<file path="src/rtl/uart_pkg.sv">
// Shared UART definitions: receiver state encoding and default frame/oversample
// constants, used by the receiver, transmitter and tick generator.
package uart_pkg;

  localparam int OVERSAMPLE_DEF = 16;
  localparam int DATA_BITS_DEF  = 8;

  typedef enum logic [1:0] {
    IDLE,
    START,
    DATA,
    STOP
  } uart_rx_state_e;

endpackage

</file>
<file path="src/rtl/sync_2ff.sv">
// Generic single-bit two-flop synchroniser for asynchronous inputs.
// RST_VAL sets the value both flops take in reset (the input's idle level).
module sync_2ff #(
  parameter logic RST_VAL = 1'b1
) (
  input  logic clk,
  input  logic rst_n,
  input  logic d,
  output logic q
);

  logic meta;

  // Two-stage capture of the asynchronous input
  always_ff @(posedge clk or negedge rst_n) begin
    if (!rst_n) begin
      meta <= RST_VAL;
      q    <= RST_VAL;
    end else begin
      meta <= d;
      q    <= meta;
    end
  end

endmodule

</file>
<file path="src/rtl/uart_rx.sv">
// UART receiver: 8N1-style deserialiser driven by a 16x (OVERSAMPLE) baud tick.
// Detects the start edge, samples every bit mid-period, checks the stop bit and
// emits a one-cycle rx_valid or frame_err pulse per frame.
//
//   state | meaning
//   IDLE  | waiting for a 1->0 edge on the synchronised line
//   START | counting half a bit to confirm the start bit
//   DATA  | sampling DATA_BITS data bits, LSB first
//   STOP  | sampling the stop bit, then report and return to IDLE
module uart_rx
  import uart_pkg::*;
#(
  parameter int DATA_BITS  = DATA_BITS_DEF,
  parameter int OVERSAMPLE = OVERSAMPLE_DEF
) (
  input  logic                 clk,
  input  logic                 rst_n,
  input  logic                 baud_tick,
  input  logic                 rx,
  output logic [DATA_BITS-1:0] rx_data,
  output logic                 rx_valid,
  output logic                 frame_err,
  output logic                 busy
);

  localparam int TW = $clog2(OVERSAMPLE);
  localparam int BW = $clog2(DATA_BITS + 1);

  localparam logic [TW-1:0] T_MID  = TW'(OVERSAMPLE / 2 - 1);
  localparam logic [TW-1:0] T_END  = TW'(OVERSAMPLE - 1);
  localparam logic [BW-1:0] B_LAST = BW'(DATA_BITS - 1);

  uart_rx_state_e       state, state_nxt;
  logic                 rx_s, rx_q;
  logic [TW-1:0]        tcnt;
  logic [BW-1:0]        bcnt;
  logic [DATA_BITS-1:0] shreg;
  logic                 fall_edge, mid_tick, end_tick;

  sync_2ff #(.RST_VAL(1'b1)) u_sync (
    .clk   (clk),
    .rst_n (rst_n),
    .d     (rx),
    .q     (rx_s)
  );

  assign fall_edge = rx_q & ~rx_s;
  assign mid_tick  = baud_tick && (tcnt == T_MID);
  assign end_tick  = baud_tick && (tcnt == T_END);

  // State register
  always_ff @(posedge clk or negedge rst_n) begin
    if (!rst_n) state <= IDLE;
    else        state <= state_nxt;
  end

  // Next-state decode; a high sample at mid start bit is treated as a glitch
  always_comb begin
    state_nxt = state;
    case (state)
      IDLE:  if (fall_edge) state_nxt = START;
      START: if (mid_tick)  state_nxt = rx_s ? IDLE : DATA;
      DATA:  if (end_tick && (bcnt == B_LAST)) state_nxt = STOP;
      STOP:  if (end_tick)  state_nxt = IDLE;
      default: state_nxt = IDLE;
    endcase
  end

  // Outputs decoded from state
  always_comb begin
    busy = (state != IDLE);
  end

  // Datapath: edge history, tick/bit counters, shift register and result pulses
  always_ff @(posedge clk or negedge rst_n) begin
    if (!rst_n) begin
      rx_q      <= 1'b1;
      tcnt      <= '0;
      bcnt      <= '0;
      shreg     <= '0;
      rx_data   <= '0;
      rx_valid  <= 1'b0;
      frame_err <= 1'b0;
    end else begin
      rx_q      <= rx_s;
      rx_valid  <= 1'b0;
      frame_err <= 1'b0;
      case (state)
        IDLE: begin
          if (fall_edge) tcnt <= '0;
        end
        START: begin
          if (mid_tick) begin
            tcnt <= '0;
            bcnt <= '0;
          end else if (baud_tick) begin
            tcnt <= tcnt + TW'(1);
          end
        end
        DATA: begin
          if (end_tick) begin
            tcnt  <= '0;
            bcnt  <= bcnt + BW'(1);
            shreg <= {rx_s, shreg[DATA_BITS-1:1]};
          end else if (baud_tick) begin
            tcnt <= tcnt + TW'(1);
          end
        end
        STOP: begin
          if (end_tick) begin
            tcnt <= '0;
            if (rx_s) begin
              rx_data  <= shreg;
              rx_valid <= 1'b1;
            end else begin
              frame_err <= 1'b1;
            end
          end else if (baud_tick) begin
            tcnt <= tcnt + TW'(1);
          end
        end
        default: tcnt <= '0;
      endcase
    end
  end

endmodule
</file>
<file path="config.mk">
export PLATFORM = sky130hd
export DESIGN_NAME = uart_rx
export DESIGN_NICKNAME = d
export VERILOG_FILES = /design/src/rtl/uart_pkg.sv /design/src/rtl/sync_2ff.sv /design/src/rtl/uart_rx.sv
export SDC_FILE = /design/constraint.sdc
export NUM_CORES = 1
export LEC_CHECK = 0
export BUFFER_PORTS_ARGS = -buffer_cell sky130_fd_sc_hd__buf_2
export CORE_MARGIN = 2
export CORE_UTILIZATION = 60
export DETAILED_ROUTE_END_ITERATION = 8
export GPL_TIMING_DRIVEN = 1
export PLACE_DENSITY = 0.88
export SYNTH_ARGS = -nofsm -noshare
export SYNTH_HDL_FRONTEND = slang
export SYNTH_SLANG_ARGS = --single-unit
</file>
<file path="constraint.sdc">
create_clock -name clk -period 5.45 [get_ports clk]
set_input_delay 0.2725 -clock clk [delete_from_list [all_inputs] [get_ports clk]]
set_output_delay 0.2725 -clock clk [all_outputs]
set_load 0.02 [all_outputs]
</file>
======== Yosys cells after proc, flatten, opt, wreduce, memory -nomap -nowiden ========
Index checks and enable logic that the tools add are counted.
word-level totals
  flip-flop bits (word level) ............. 31
  logic and storage cells ................. 56
  output and inout port bits .............. 11
  input bits .............................. 4
cells by class
  reductions and logical operators ........ 11
  bitwise logic cells ..................... 2
  equal/unequal tests ..................... 11
  add/sub/neg operators ................... 2
  muxes and demuxes ....................... 20
operators with widths
  operator                                                         count
  4-bit 2-to-1 mux                                                 6
  4-bit one-hot mux with 3 select lines                            1
  2-bit 2-to-1 mux                                                 5
  2-bit inequality test, second input constant                     5
  4-bit by 1-bit adder with 4-bit output, second input constant    2
  4-bit by 3-bit == test with 1-bit output, second input constant  2
  2-bit one-hot mux with 4 select lines                            1
  4-bit one-hot mux with 2 select lines                            1
  1-bit 2-to-1 mux                                                 6
  3-bit AND reduction                                              2
  2-bit == test, second input constant                             2
  4-bit == test, second input constant                             1
  4-bit AND reduction                                              1
  2-bit nonzero test                                               2
  1-bit logical AND                                                3
  2-bit by 1-bit == test with 1-bit output, second input constant  1
  2-bit logical NOT                                                1
  2-bit AND reduction                                              1
  2-bit OR reduction                                               1
  1-bit AND                                                        1
  1-bit inverter                                                   1

======== Depth between registers and ports, before layout ========
  depth after elaboration ................. 5
  depth in mapped cells ................... 5
  depth with buffers taken out ............ 5

======== Cells and area by module ========
A second synthesis with hierarchy kept.
second synthesis, totals
  cells, all modules ...................... 109
  area, all modules ....................... 1,405.1 um2
modules (own cells, without submodules)
  module    seq. area each (um2)  area an instance (um2)  instances  cells each
  uart_rx   726.9                 1,352.5                 1          107
  sync_2ff  52.6                  52.6                    1          2

======== Least setup slack after synthesis ========
Ideal clock, no wire load.
  kind .................................... register to register
  start point ............................. register tcnt[0]
  end point ............................... register rx_data[0]
  setup time .............................. 0.125 ns
  stages on the path, launching flop included .. 6
  arrival ................................. 1.584 ns
  path slack .............................. 3.741 ns
  data required time ...................... 5.325 ns
  buffers on the path ..................... 1
  period minus slack after synthesis ...... 1.709 ns
  cells stage by stage .................... dfrtp_1 > ha_1 > nand4_4 > or3_1 > buf_6 > mux2_4
on the way
  cells in the longest elaborated chain, start to end .. 3
RTL lines
  what                                  RTL line        RTL
  from (decl)                           uart_rx.sv:35   logic [TW-1:0] tcnt;
  from (signal assigned)                uart_rx.sv:97   tcnt <= tcnt + TW'(1);
  from (signal assigned)                uart_rx.sv:106  tcnt <= tcnt + TW'(1);
  from (signal assigned)                uart_rx.sv:119  tcnt <= tcnt + TW'(1);
  4-bit == test                         uart_rx.sv:49   assign end_tick = baud_tick && (tcnt == T_END);
  1-bit logical AND                     uart_rx.sv:49
  3-bit AND reduction (no source line)  -
  to (signal assigned)                  uart_rx.sv:113  rx_data <= shreg;
  to (decl)                             uart_rx.sv:20   output logic [DATA_BITS-1:0] rx_data,
No other way between the ends.
A chain may end at the register's enable or synchronous reset.

======== Worst setup path in the final report ========
  start point ............................. register tcnt[0]
  end point ............................... register rx_data[4]
Same word-level chain as after synthesis.

==> flow_summary.yaml <==
worst_setup_path:
  crit_fanout: 9
  crit_chain: "ha_1, nand4_4, or3_1, mux2_4"
  slowest_stage: "or3_1"
  worst-path-buf-inv: 0
  r2r_cells: 4
  crit_family: "simple AND/OR/NAND/NOR gates"
  path_class: "reg2reg"
  r2r_start: "tcnt[0]"
  cp_data_required_time_ps: 5660
  max_stage_delay_ps: 610
  cp-start-kind: "flip-flop"
  worstPathArrival_ps: 2170
  worstReg2RegEnd: "rx_data[4]"
  cp-end-kind: "flip-flop"
  reg2reg_slack_ps: 3490
clock_network:
  clockRootBuffer: "clkbuf_4"
  clkSlewWorstSetupHoldPaths_ps: 90
  holdBufCountCts: 1
  clock_latency_ps: 330
  post_cts_resized: 0
  clock_path_buffers: 2
  cts_tree: "done"
  cts-htree-levels: 2
  post_cts.repair.setup_buffers: 0
  cts_buffers: 5
  cts_sinks: 31
detailed_routing:
  postRouteAntennaNets: 0
  drtIter0Drc: 19
  drt_first_pass_iters: 4
  top_layer: "met4"
  num_vias: 905
  post-route-drc-count: 0
  wl_um: 2460
  route.layer.met1.wl_um: 1140
  routed_via_density: 5.84
  wl_met2_um: 1150
  drt-wirelength-per-cell_um: 15.9
  dr_wl_met3_um: 106
cells_and_area:
  area_delta_synth_final_pct: 10.4
  nets: 132
  post-route-util_pct: 70.2
  drive_gt1_share_pct: 37.0
  nFillCells: 158
  antenna_cells: 0
run:
  cap_violations: 0
yosys:
  synth_area_leaders: "dfrtp_1, mux2_4, mux2_2, dfstp_2, a21oi_1"
  ys_warn_count: 0
  syn_nets: 114
  syn_area_sq_um: 1410
  synth_most_common_cell: "dfrtp_1"
  yosys_register_bits: 31
  synth_commonest_cells: "dfrtp_1, mux2_2, mux2_4, a21oi_1"
  netlist_instances: 108
  ys_async_sr_fraction_pct: 100
  avgSynthCellArea_sq_um: 13.0
  yosysTopAreaCell: "dfrtp_1"
  synth_edf_count: 0
  synth.distinct_cells: 37
  synth.top_cell.area_share_pct: 49.8
  yosysSeqAreaShare_pct: 55.4
  synthFlopType: "dfrtp_1"
global_routing:
  grt_pass1_vias: 858
  grt_overflow: 0
  grt_usage_pct: 21.9
  grt_antenna_before_repair: 0
  grt_max_degree: 32
  grt_first_pass_wirelength_um: 4130
placed_design:
  finalWeightedCongestion: 0.817
  port_buffers: 14
  dp_hpwl_um: 1590
timing:
  max_slew_margin_pct: 54.4
  worst_clock_skew_ps: 8.92
  rsz0062_at_grt: "false"
  fmax_mhz: 511
  finalSetupViolCount: 0
  drv_slew: 0
  setup_tns_ps: 0
  hold_viol: 0
  fin_crit_ps: 1960
  finalCritPeriodShare_pct: 35.9
  tightestPinTransition_ps: 684
pwr:
  ir_worst_vdd_mv: 0.271
  powerDensity_nw_per_um2: 343
  power_leakage_uw: 0.000796
die:
  ios: 15
  num_rows: 17
  die_w_um: 52.4
  die_area_sq_um: 2750
  start_util_pct: 63.6
  core_area_sq_um: 2210
  die_h_um: 52.4
run_status:
  outcome: "complete, no violations"
min_path:
  holdPathStages: 1
  hold_path.class: "in2reg"
  hp-start: "rx"
  hold_end: "u_sync.meta"
cells by family after synthesis:
| family | share of synthesized area, % |
|---|---|
| AND/OR/NAND/NOR | 14.1 |
| flip-flops | 55.4 |
| multiplexers | 17.2 |
| adder cells (fa/ha/maj) | 1.78 |
| AO/OA/AOI/OAI | 8.63 |
| buffers and inverters | 2.85 |
stage by stage:
stage          setup slack [ps]  instance area, sq um  hold slack [ps]  instances  power (uW)
5_1_grt                    3380                  1550             22.2        155         568
3_5_place_dp               3520                  1480              344        146         398
3_3_place_gp               3550                  1480              327        146         389
2_1_floorplan              3740                  1410            -23.1        108         370
4_1_cts                    3490                  1550             28.7        155         539
6_report                   3490                  1550             40.3        155         533
worst max-delay path by stage:
stage	startpoint	endpoint	cells after the start
finish	tcnt[0]	rx_data[4]	4
global route	tcnt[0]	rx_data[4]	4
CTS	tcnt[0]	rx_data[4]	4
detailed placement	tcnt[0]	rx_data[6]	4
global placement	tcnt[0]	rx_data[4]	4
floorplan	tcnt[0]	rx_data[0]	5
sequential cells by signal (all words and copies together) (netlist names), named ones only:
register,cells
u_sync.q,1
tcnt,4
rx_q,1
state,1
shreg,8
frame_err,1
u_sync.meta,1
rx_data,8
bcnt,4
rx_valid,1
cells in the final DEF (no fill, tap or decap), types with 3 or more instances in the layout:
master	synthesis	layout
a21oi_1	7	7
buf_2	2	14
clkbuf_4	0	5
dfrtp_1	28	28
dfstp_2	3	3
inv_1	3	3
mux2_2	9	9
mux2_4	8	8
nand2_1	6	6
nand3_1	3	3
nor2_1	6	6
nor3_1	3	3
layer usage:
layer / up-vias / global-route usage [%]
met4: 0 / 12.8
met5: - / 0
met3: 9 / 8.29
li1: 432 / -
met2: 19 / 30.8
met1: 445 / 28.5
final cells by class:
cell class	count	area, sq um	area share, %
clock buffers	7	55.1	3.55
repair buffers	15	80.1	5.16
inverters	3	11.3	0.725
clock inverters	1	5.00	0.322
well taps	28	35.0	2.26
multi-input cells	70	587	37.8
flip-flops and latches	31	779	50.2
power breakdown:
| part | switching, uW | leakage (uW) | total (uW) | internal (uW) |
|---|---|---|---|---|
| clock network | 75.8 | 0.0000353 | 138 | 62.5 |
| logic | 43.9 | 0.000358 | 88.9 | 45.0 |
| registers | 41.8 | 0.000403 | 306 | 264 |
| total | 161 | 0.000796 | 533 | 372 |
(Power assumes the default switching activity.)
